`src/rtl/bus_region_ctrl.sv`:
```
`timescale 1ns/1ps
// bus_region_ctrl: bridges a CPU bus onto two word-addressed RAM regions
// (stack at byte 0, program at PROG_BASE). Each access runs
// IDLE -> WAIT x WAIT_CYCLES -> ACCESS -> DONE, issuing one RAM strobe.
//
// Ports
//   clk, reset            rising-edge clock, asynchronous active-low reset
//   cpu_address/read/write/byteenable/writedata   CPU request
//   cpu_waitrequest       low for exactly the completing (DONE) cycle
//   cpu_readdata          read data, 0 outside DONE
//   ram_address/byteenable/writedata   latched request towards the RAMs
//   stack_read/write, prog_read/write  single-cycle RAM strobes
//   stack_readdata/prog_readdata       RAM data, valid the cycle after a read strobe
//   bus_error             sticky: unmapped access or read+write together
//   txn_count             completed transfers, wraps at 16 bits
module bus_region_ctrl #(
   parameter int unsigned WAIT_CYCLES  = 2,
   parameter logic [31:0] PROG_BASE    = 32'hBFC0_0000,
   parameter int unsigned REGION_BYTES = 16384
) (
   input  logic        clk,
   input  logic        reset,
   input  logic [31:0] cpu_address,
   input  logic        cpu_read,
   input  logic        cpu_write,
   input  logic [3:0]  cpu_byteenable,
   input  logic [31:0] cpu_writedata,
   output logic        cpu_waitrequest,
   output logic [31:0] cpu_readdata,
   output logic [11:0] ram_address,
   output logic [3:0]  ram_byteenable,
   output logic [31:0] ram_writedata,
   output logic        stack_read,
   output logic        stack_write,
   output logic        prog_read,
   output logic        prog_write,
   input  logic [31:0] stack_readdata,
   input  logic [31:0] prog_readdata,
   output logic        bus_error,
   output logic [15:0] txn_count
);

   localparam int unsigned AW     = 32;
   localparam int unsigned DW     = 32;
   localparam int unsigned WORD_W = 12;
   localparam int unsigned BE_W   = 4;
   localparam int unsigned CNT_W  = 4;
   localparam int unsigned TXN_W  = 16;
   localparam int unsigned STB_W  = 4;

   localparam logic [AW-1:0]    REGION_SIZE = AW'(REGION_BYTES);
   localparam logic [CNT_W-1:0] WAIT_INIT   = CNT_W'(WAIT_CYCLES);

   // Strobe vector bit positions
   localparam int unsigned STB_SR = 0;
   localparam int unsigned STB_SW = 1;
   localparam int unsigned STB_PR = 2;
   localparam int unsigned STB_PW = 3;

   typedef enum logic [1:0] {
      S_IDLE   = 2'd0,
      S_WAIT   = 2'd1,
      S_ACCESS = 2'd2,
      S_DONE   = 2'd3
   } state_t;

   typedef enum logic [1:0] {
      R_NONE  = 2'd0,
      R_STACK = 2'd1,
      R_PROG  = 2'd2
   } region_t;

   state_t             r_state;
   state_t             w_next_state;
   logic [CNT_W-1:0]   r_cnt;
   logic [CNT_W-1:0]   w_next_cnt;
   logic               w_latch;
   logic [STB_W-1:0]   w_next_strobe;

   region_t            r_region;
   region_t            w_region;
   region_t            w_acc_region;
   logic               r_is_write;
   logic               w_acc_write;

   logic [WORD_W-1:0]  r_ram_address;
   logic [BE_W-1:0]    r_ram_byteenable;
   logic [DW-1:0]      r_ram_writedata;
   logic [STB_W-1:0]   r_strobe;
   logic               r_waitrequest;
   logic               r_bus_error;
   logic [TXN_W-1:0]   r_txn_count;
   logic [DW-1:0]      w_readdata;

   logic               w_in_stack;
   logic               w_in_prog;
   logic [AW-1:0]      w_prog_off;

   // Address decode; the offset form avoids overflow of PROG_BASE+REGION_BYTES
   assign w_prog_off = cpu_address - PROG_BASE;
   assign w_in_stack = (cpu_address < REGION_SIZE);
   assign w_in_prog  = (cpu_address >= PROG_BASE) && (w_prog_off < REGION_SIZE);

   // Region captured at request time; read+write together is treated as unmapped
   always_comb begin
      w_region = R_NONE;
      if (cpu_read && cpu_write) begin
         w_region = R_NONE;
      end else if (w_in_stack) begin
         w_region = R_STACK;
      end else if (w_in_prog) begin
         w_region = R_PROG;
      end
   end

   // With zero wait states ACCESS is entered on the latching edge, so the
   // strobe must be chosen from the live request rather than the latches
   assign w_acc_region = w_latch ? w_region  : r_region;
   assign w_acc_write  = w_latch ? cpu_write : r_is_write;

   // State register
   always_ff @(posedge clk or negedge reset) begin
      if (!reset) begin
         r_state <= S_IDLE;
         r_cnt   <= '0;
      end else begin
         r_state <= w_next_state;
         r_cnt   <= w_next_cnt;
      end
   end

   // Next-state and next-output logic
   always_comb begin
      w_next_state  = r_state;
      w_next_cnt    = r_cnt;
      w_latch       = 1'b0;
      w_next_strobe = '0;

      case (r_state)
         S_IDLE: begin
            if (cpu_read || cpu_write) begin
               w_latch = 1'b1;
               if (WAIT_CYCLES == 0) begin
                  w_next_state = S_ACCESS;
               end else begin
                  w_next_state = S_WAIT;
                  w_next_cnt   = WAIT_INIT;
               end
            end
         end
         S_WAIT: begin
            w_next_cnt = r_cnt - CNT_W'(1);
            if (r_cnt <= CNT_W'(1)) begin
               w_next_state = S_ACCESS;
            end
         end
         S_ACCESS: begin
            w_next_state = S_DONE;
         end
         S_DONE: begin
            w_next_state = S_IDLE;
         end
         default: begin
            w_next_state = S_IDLE;
            w_next_cnt   = '0;
         end
      endcase

      if (w_next_state == S_ACCESS) begin
         case (w_acc_region)
            R_STACK: begin
               if (w_acc_write) w_next_strobe[STB_SW] = 1'b1;
               else             w_next_strobe[STB_SR] = 1'b1;
            end
            R_PROG: begin
               if (w_acc_write) w_next_strobe[STB_PW] = 1'b1;
               else             w_next_strobe[STB_PR] = 1'b1;
            end
            default: w_next_strobe = '0;
         endcase
      end
   end

   // Registered outputs, request latches and status
   always_ff @(posedge clk or negedge reset) begin
      if (!reset) begin
         r_waitrequest    <= 1'b1;
         r_strobe         <= '0;
         r_ram_address    <= '0;
         r_ram_byteenable <= '0;
         r_ram_writedata  <= '0;
         r_is_write       <= 1'b0;
         r_region         <= R_NONE;
         r_bus_error      <= 1'b0;
         r_txn_count      <= '0;
      end else begin
         r_waitrequest <= (w_next_state != S_DONE);
         r_strobe      <= w_next_strobe;
         if (w_latch) begin
            r_ram_address    <= cpu_address[WORD_W+1:2];
            r_ram_byteenable <= cpu_byteenable;
            r_ram_writedata  <= cpu_writedata;
            r_is_write       <= cpu_write;
            r_region         <= w_region;
         end
         // Status updates on DONE entry so they are visible while the CPU completes
         if (w_next_state == S_DONE) begin
            r_txn_count <= r_txn_count + TXN_W'(1);
            if (r_region == R_NONE) begin
               r_bus_error <= 1'b1;
            end
         end
      end
   end

   // Read data is passed straight from the RAM: it only becomes valid in DONE
   always_comb begin
      w_readdata = '0;
      if ((r_state == S_DONE) && !r_is_write) begin
         case (r_region)
            R_STACK: w_readdata = stack_readdata;
            R_PROG:  w_readdata = prog_readdata;
            default: w_readdata = '0;
         endcase
      end
   end

   assign cpu_waitrequest = r_waitrequest;
   assign cpu_readdata    = w_readdata;
   assign ram_address     = r_ram_address;
   assign ram_byteenable  = r_ram_byteenable;
   assign ram_writedata   = r_ram_writedata;
   assign stack_read      = r_strobe[STB_SR];
   assign stack_write     = r_strobe[STB_SW];
   assign prog_read       = r_strobe[STB_PR];
   assign prog_write      = r_strobe[STB_PW];
   assign bus_error       = r_bus_error;
   assign txn_count       = r_txn_count;

endmodule

```
`config.mk`:
```
export PLATFORM = sky130hd
export DESIGN_NAME = bus_region_ctrl
export DESIGN_NICKNAME = d
export VERILOG_FILES = /design/src/rtl/bus_region_ctrl.sv
export SDC_FILE = /design/constraint.sdc
export NUM_CORES = 1
export LEC_CHECK = 0
export ABC_AREA = 1
export CAP_MARGIN = 20
export CORE_MARGIN = 2
export CORE_UTILIZATION = 30
export DETAILED_ROUTE_END_ITERATION = 8
export PLACE_DENSITY = 0.71
export REMOVE_ABC_BUFFERS = 1
export SYNTH_ARGS = -nofsm -noshare
export SYNTH_HDL_FRONTEND = slang
export SYNTH_SLANG_ARGS = --single-unit
```
`constraint.sdc`:
```
create_clock -name clk -period 2.5 [get_ports clk]
set_input_delay 0.5 -clock clk [delete_from_list [all_inputs] [get_ports clk]]
set_output_delay 0.5 -clock clk [all_outputs]
set_load 0.005 [all_outputs]
```
[Word-level counts from Yosys, hierarchy flattened]
Index checks and enable logic that the tools add are counted.
Word-level totals
  logic and storage cells: 58
  register bits after elaboration: 79
  input bits: 136
  output and inout bits: 102
Cells by class
  reductions and logical operators: 10
  muxes and demuxes: 19
  $add $sub $neg: 3
  order comparisons: 4
  equality and inequality tests: 11
Operator list (number)
  < comparator 32 x 15 -> 1 bit (second input constant): 2
  case mux 32 bit (2 select lines): 1
  greater-or-equal comparator 32 bit (second input constant): 1
  2-to-1 mux 32 bit: 1
  subtractor 32 bit (second input constant): 1
  adder 16 x 1 -> 16 bit (second input constant): 1
  2-to-1 mux 2 bit: 8
  equality test 2 bit (second input constant): 6
  2-to-1 mux 4 bit: 2
  case mux 2 bit (4 select lines): 1
  case mux 4 bit (2 select lines): 1
  equality test 2 x 1 -> 1 bit (second input constant): 3
  2-to-1 mux 1 bit: 5
  <= comparator 4 x 1 -> 1 bit (second input constant): 1
  logical NOT 2 bit: 2
  != test 2 bit (second input constant): 2
  AND reduction 2 bit: 2
  subtractor 4 x 1 -> 4 bit (second input constant): 1
  logical AND 1 bit: 3
  nonzero test 2 bit: 1
  logical NOT 1 bit: 1
  logical OR 1 bit: 1

[Longest topological paths before layout]
  word-level depth: 10
  depth in mapped cells: 10
  gate-level depth less buffers: 10

[Worst setup path before layout]
No wires, ideal clock.
  path kind: register to output
  start point: reg r_region[1]
  end point: out cpu_readdata[10]
  setup slack: 819 ps
  required time: 2000 ps
  arrival time: 1181 ps
  stages on the path, launching flop included: 6
  path buffers: 1
  cell sequence: dfrtp_1 > inv_1 > ha_1 > nand4_1 > clkbuf_1 > a21oi_1
On the way
  cells in the longest elaborated chain, start to end: 3
  elaborated cells on any way between the ends: 4
  classes of those cells: 2 x eq/ne; 2 x mux
RTL lines
  start: declaration: line 80  | region_t r_region;
  start signal: assignment: line 204  | r_region <= w_region;
  equality test 2 bit or equality test 2 x 1 -> 1 bit (tied branches): line 220  | case (r_region)
  case mux 32 bit (2 select lines) *: line 220
  2-to-1 mux 32 bit *: line 219  | if ((r_state == S_DONE) && !r_is_write) begin
  end: declaration: line 29  | output logic [31:0] cpu_readdata,
Mark *: on every way between the ends. The rest lies on a longest branch, timed or not.

[Worst setup path in the final report]
  start point: reg r_region[1]
  end point: out cpu_readdata[12]
Same word-level chain as after synthesis.

==> metrics.cfg <==
[clock_network]
clk_pin_slew_ps=60
h-tree-depth=3
cts.sinks=79
cts_tree=built
clk_latency_ps=330
cts_buffers=9
post_cts_buffers=0
root_buffer=clkbuf_16
clock_path_buffers=2

[synth]
yosys.area.top_type=dfrtp_1
synth-xor-area-share=0.03207
seq_area_frac_synth=0.5173
muxShareOfSynthArea=0
ys_warn_count=0
yosysUniqueCellTypes=31
synth_ff_type=dfrtp_1
yosys.area_share.adder=0.01963
synth.area.top_cells=dfrtp_1 (51%), nand2_1 (25%), a21oi_1 (4.3%), nor2_1 (2.5%), xor2_1 (2.1%)
syn_area_um2=3824
netlist_instances=491
async_flop_share=1.000
netlist.area_leader.share=0.5105
synth_edf_count=0
synth_top_family_by_area=simple AND/OR/NAND/NOR gates
synth_compound_area_frac=0.06119
synth_simple_gate_area_frac=0.3305
synth-seq-cells=79
synth.avg_cell_area_um2=7.788

[worst_setup_path]
critPathCaptureType=primary output
arrival_ps=1840
start_kind=flip-flop
cp_max_fo=32
required_ps=2000
worstSetupPathType=reg -> out

[sta]
fmax_ghz=0.4272
timing.final.max_slew_violations=0
post-route-period-util=0.9364
hold_viol=0
grt_setup_unrepaired=no
finalSetupViolations=0
relSlewSlack=0.6581
tightest_slew_ps=512.9
tns_ps=0
period_minus_slack_ps=2341
skew_ps=3.917
hold_ws_ps=130.8

[placed_design]
dpl.hpwl_mm=8.956
gp_congestion=0.7903
io_buffers=235
numPlacedInstances=887
place_area_um2=6441

[cells_and_area]
fin_area_um2=6719
drive_gt1_frac=0.06027
final-instance-count-excl-fill=902
n_antenna_cell=0
final_nets=868
synthToLayoutAreaGrowth_pct=75.72

[grt]
grt_max_degree=47
grt_overflow=0
antenna_found_initial=0
grt_pass1_vias=3923
grt_pass1_wl_mm=17.62
gr-usage-all-layers=0.1626

[detailed_routing]
wire_per_inst_um=12.82
drcViolationCount=0
wirelength_mm=11.57
dr.pass1.iters=4
routed_via_density=4.452
dr_total_vias=4016
dr.first_iter.drc_count=122
antenna_left=0

[power_and_ir_drop]
power.density_nw_per_um2=812.8
p_int_w=0.003767
peakVddDrop_v=0.0005415
p_clk_frac=0.238
p_switching_w=0.001694
total_power_w=0.005461
pwr-share-seq=0.369
share_comb_of_total_power=0.393
swShare=0.3103
leakagePower_nw=3.067

[floorplanning]
die_area_um2=13660
rows=41
die_height_um=116.9
io_pins=238
die_width_um=116.9
core_area_um2=12520
start_util=0.3055

[status]
status=finished clean

[worst_hold_path]
hp-class=in -> async

[run]
drv_cap=0

## power groups by stage
stage               Combinational (W)  Clock [W]  Sequential [W]
floorplan                    0.000755          0         0.00206
global placement              0.00213          0         0.00202
detailed placement            0.00218          0         0.00203
CTS                           0.00219    0.00134         0.00202
global route                  0.00241    0.00139         0.00207
finish                        0.00215    0.00130         0.00201
## kinds of logic after synthesis
family | after synthesis
AO/OA/AOI/OAI | 45
XOR/XNOR | 14
adder cells (fa/ha/maj) | 6
buffers and inverters | 39
flip-flops | 79
AND/OR/NAND/NOR | 308
## critical path, stage by stage, from the launching register on
cell           delay [ps]
dfrtp_1               380
inv_1                  70
ha_1                  270
nand4_1               130
buf_12                200
a21oi_2               180
dlygate4sd2_1         270
## cell usage in the layout, fill, tap and decap left out, types with 4 or more instances in the layout
cell type,Yosys,final
xnor2_1,5,5
clkdlybuf4s50_1,0,202
inv_1,19,19
xor2_1,9,9
nor2_1,25,25
a21oi_1,33,28
buf_12,0,5
ha_1,6,6
dlygate4sd2_1,0,32
nand2_1,253,253
dfrtp_1,78,78
o21ai_0,7,7
a21oi_2,0,5
nand3_1,8,8
clkbuf_16,0,9
buf_4,0,4
## worst paths after layout
| kind | start | to | slack, ps | depth (start not counted) |
|---|---|---|---|---|
| worst min-delay path | reset | txn_count[13]$_DFFE_PN0P_ | 130 | 1 |
| worst max register to register | r_state[0]$_DFF_PN0_ | r_strobe[0]$_DFF_PN0_ | 970 | 7 |
| max in group asynchronous | reset | ram_address[10]$_DFFE_PN0P_ | 1750 | 2 |
| worst max-delay path | r_region[1]$_DFF_PN0_ | cpu_readdata[12] | 160 | 6 |
| min in group clk | ram_address[1]$_DFFE_PN0P_ | ram_address[1]$_DFFE_PN0P_ | 470 | 2 |
| worst min register to register | ram_address[1]$_DFFE_PN0P_ | ram_address[1]$_DFFE_PN0P_ | 470 | 2 |
## area by class of cell
type,count,area [um^2]
Fill cell,1180,5798
Clock buffer,12,256.5
Clock inverter,3,42.54
Sequential cell,79,1978
Timing Repair Buffer,243,2432
Inverter,20,75.07
Tap cell,172,215.2
Multi-Input combinational cell,373,1719
## metrics by stage
step,utilization,setup slack (ps)
after floorplan,-,-332.6
after global placement,0.5146,154.7
after detailed placement,0.5146,140.4
after CTS,0.5368,159.5
after global routing,0.5368,38.75
final,0.5368,158.9
## state kept, by name (all words and copies together), names as in the netlist
signal           cells
r_strobe             4
r_state              2
ram_address         12
r_is_write           1
txn_count           16
r_cnt                4
ram_writedata       32
bus_error            1
r_region             2
ram_byteenable       4
cpu_waitrequest      1
## synthesized netlist by cell type (all sizes together) (2+ instances only)
cell type  count
a21oi         33
buf            3
clkbuf        16
dfrtp         78
ha             6
inv           20
nand2        255
nand3         10
nand3b         3
nand4          3
nor2          30
nor3           4
o21ai          9
or2            2
xnor2          5
xor2           9
## routing by layer
layer | GRT usage | share of wire | vias to the layer above
li1 | - | - | 1993
met1 | 0.1651 | 0.37 | 1837
met2 | 0.2994 | 0.49 | 164
met3 | 0.05664 | 0.11 | 22
met4 | 0.07373 | 0.028 | 0
met5 | 0 | 0 | -
## what timing repair did
action,4_1_cts,5_1_grt
hold buffers,0,0
gates resized for setup,37,0
setup endpoints to repair,32,0
No activity file was read; power rests on OpenSTA's default activity.
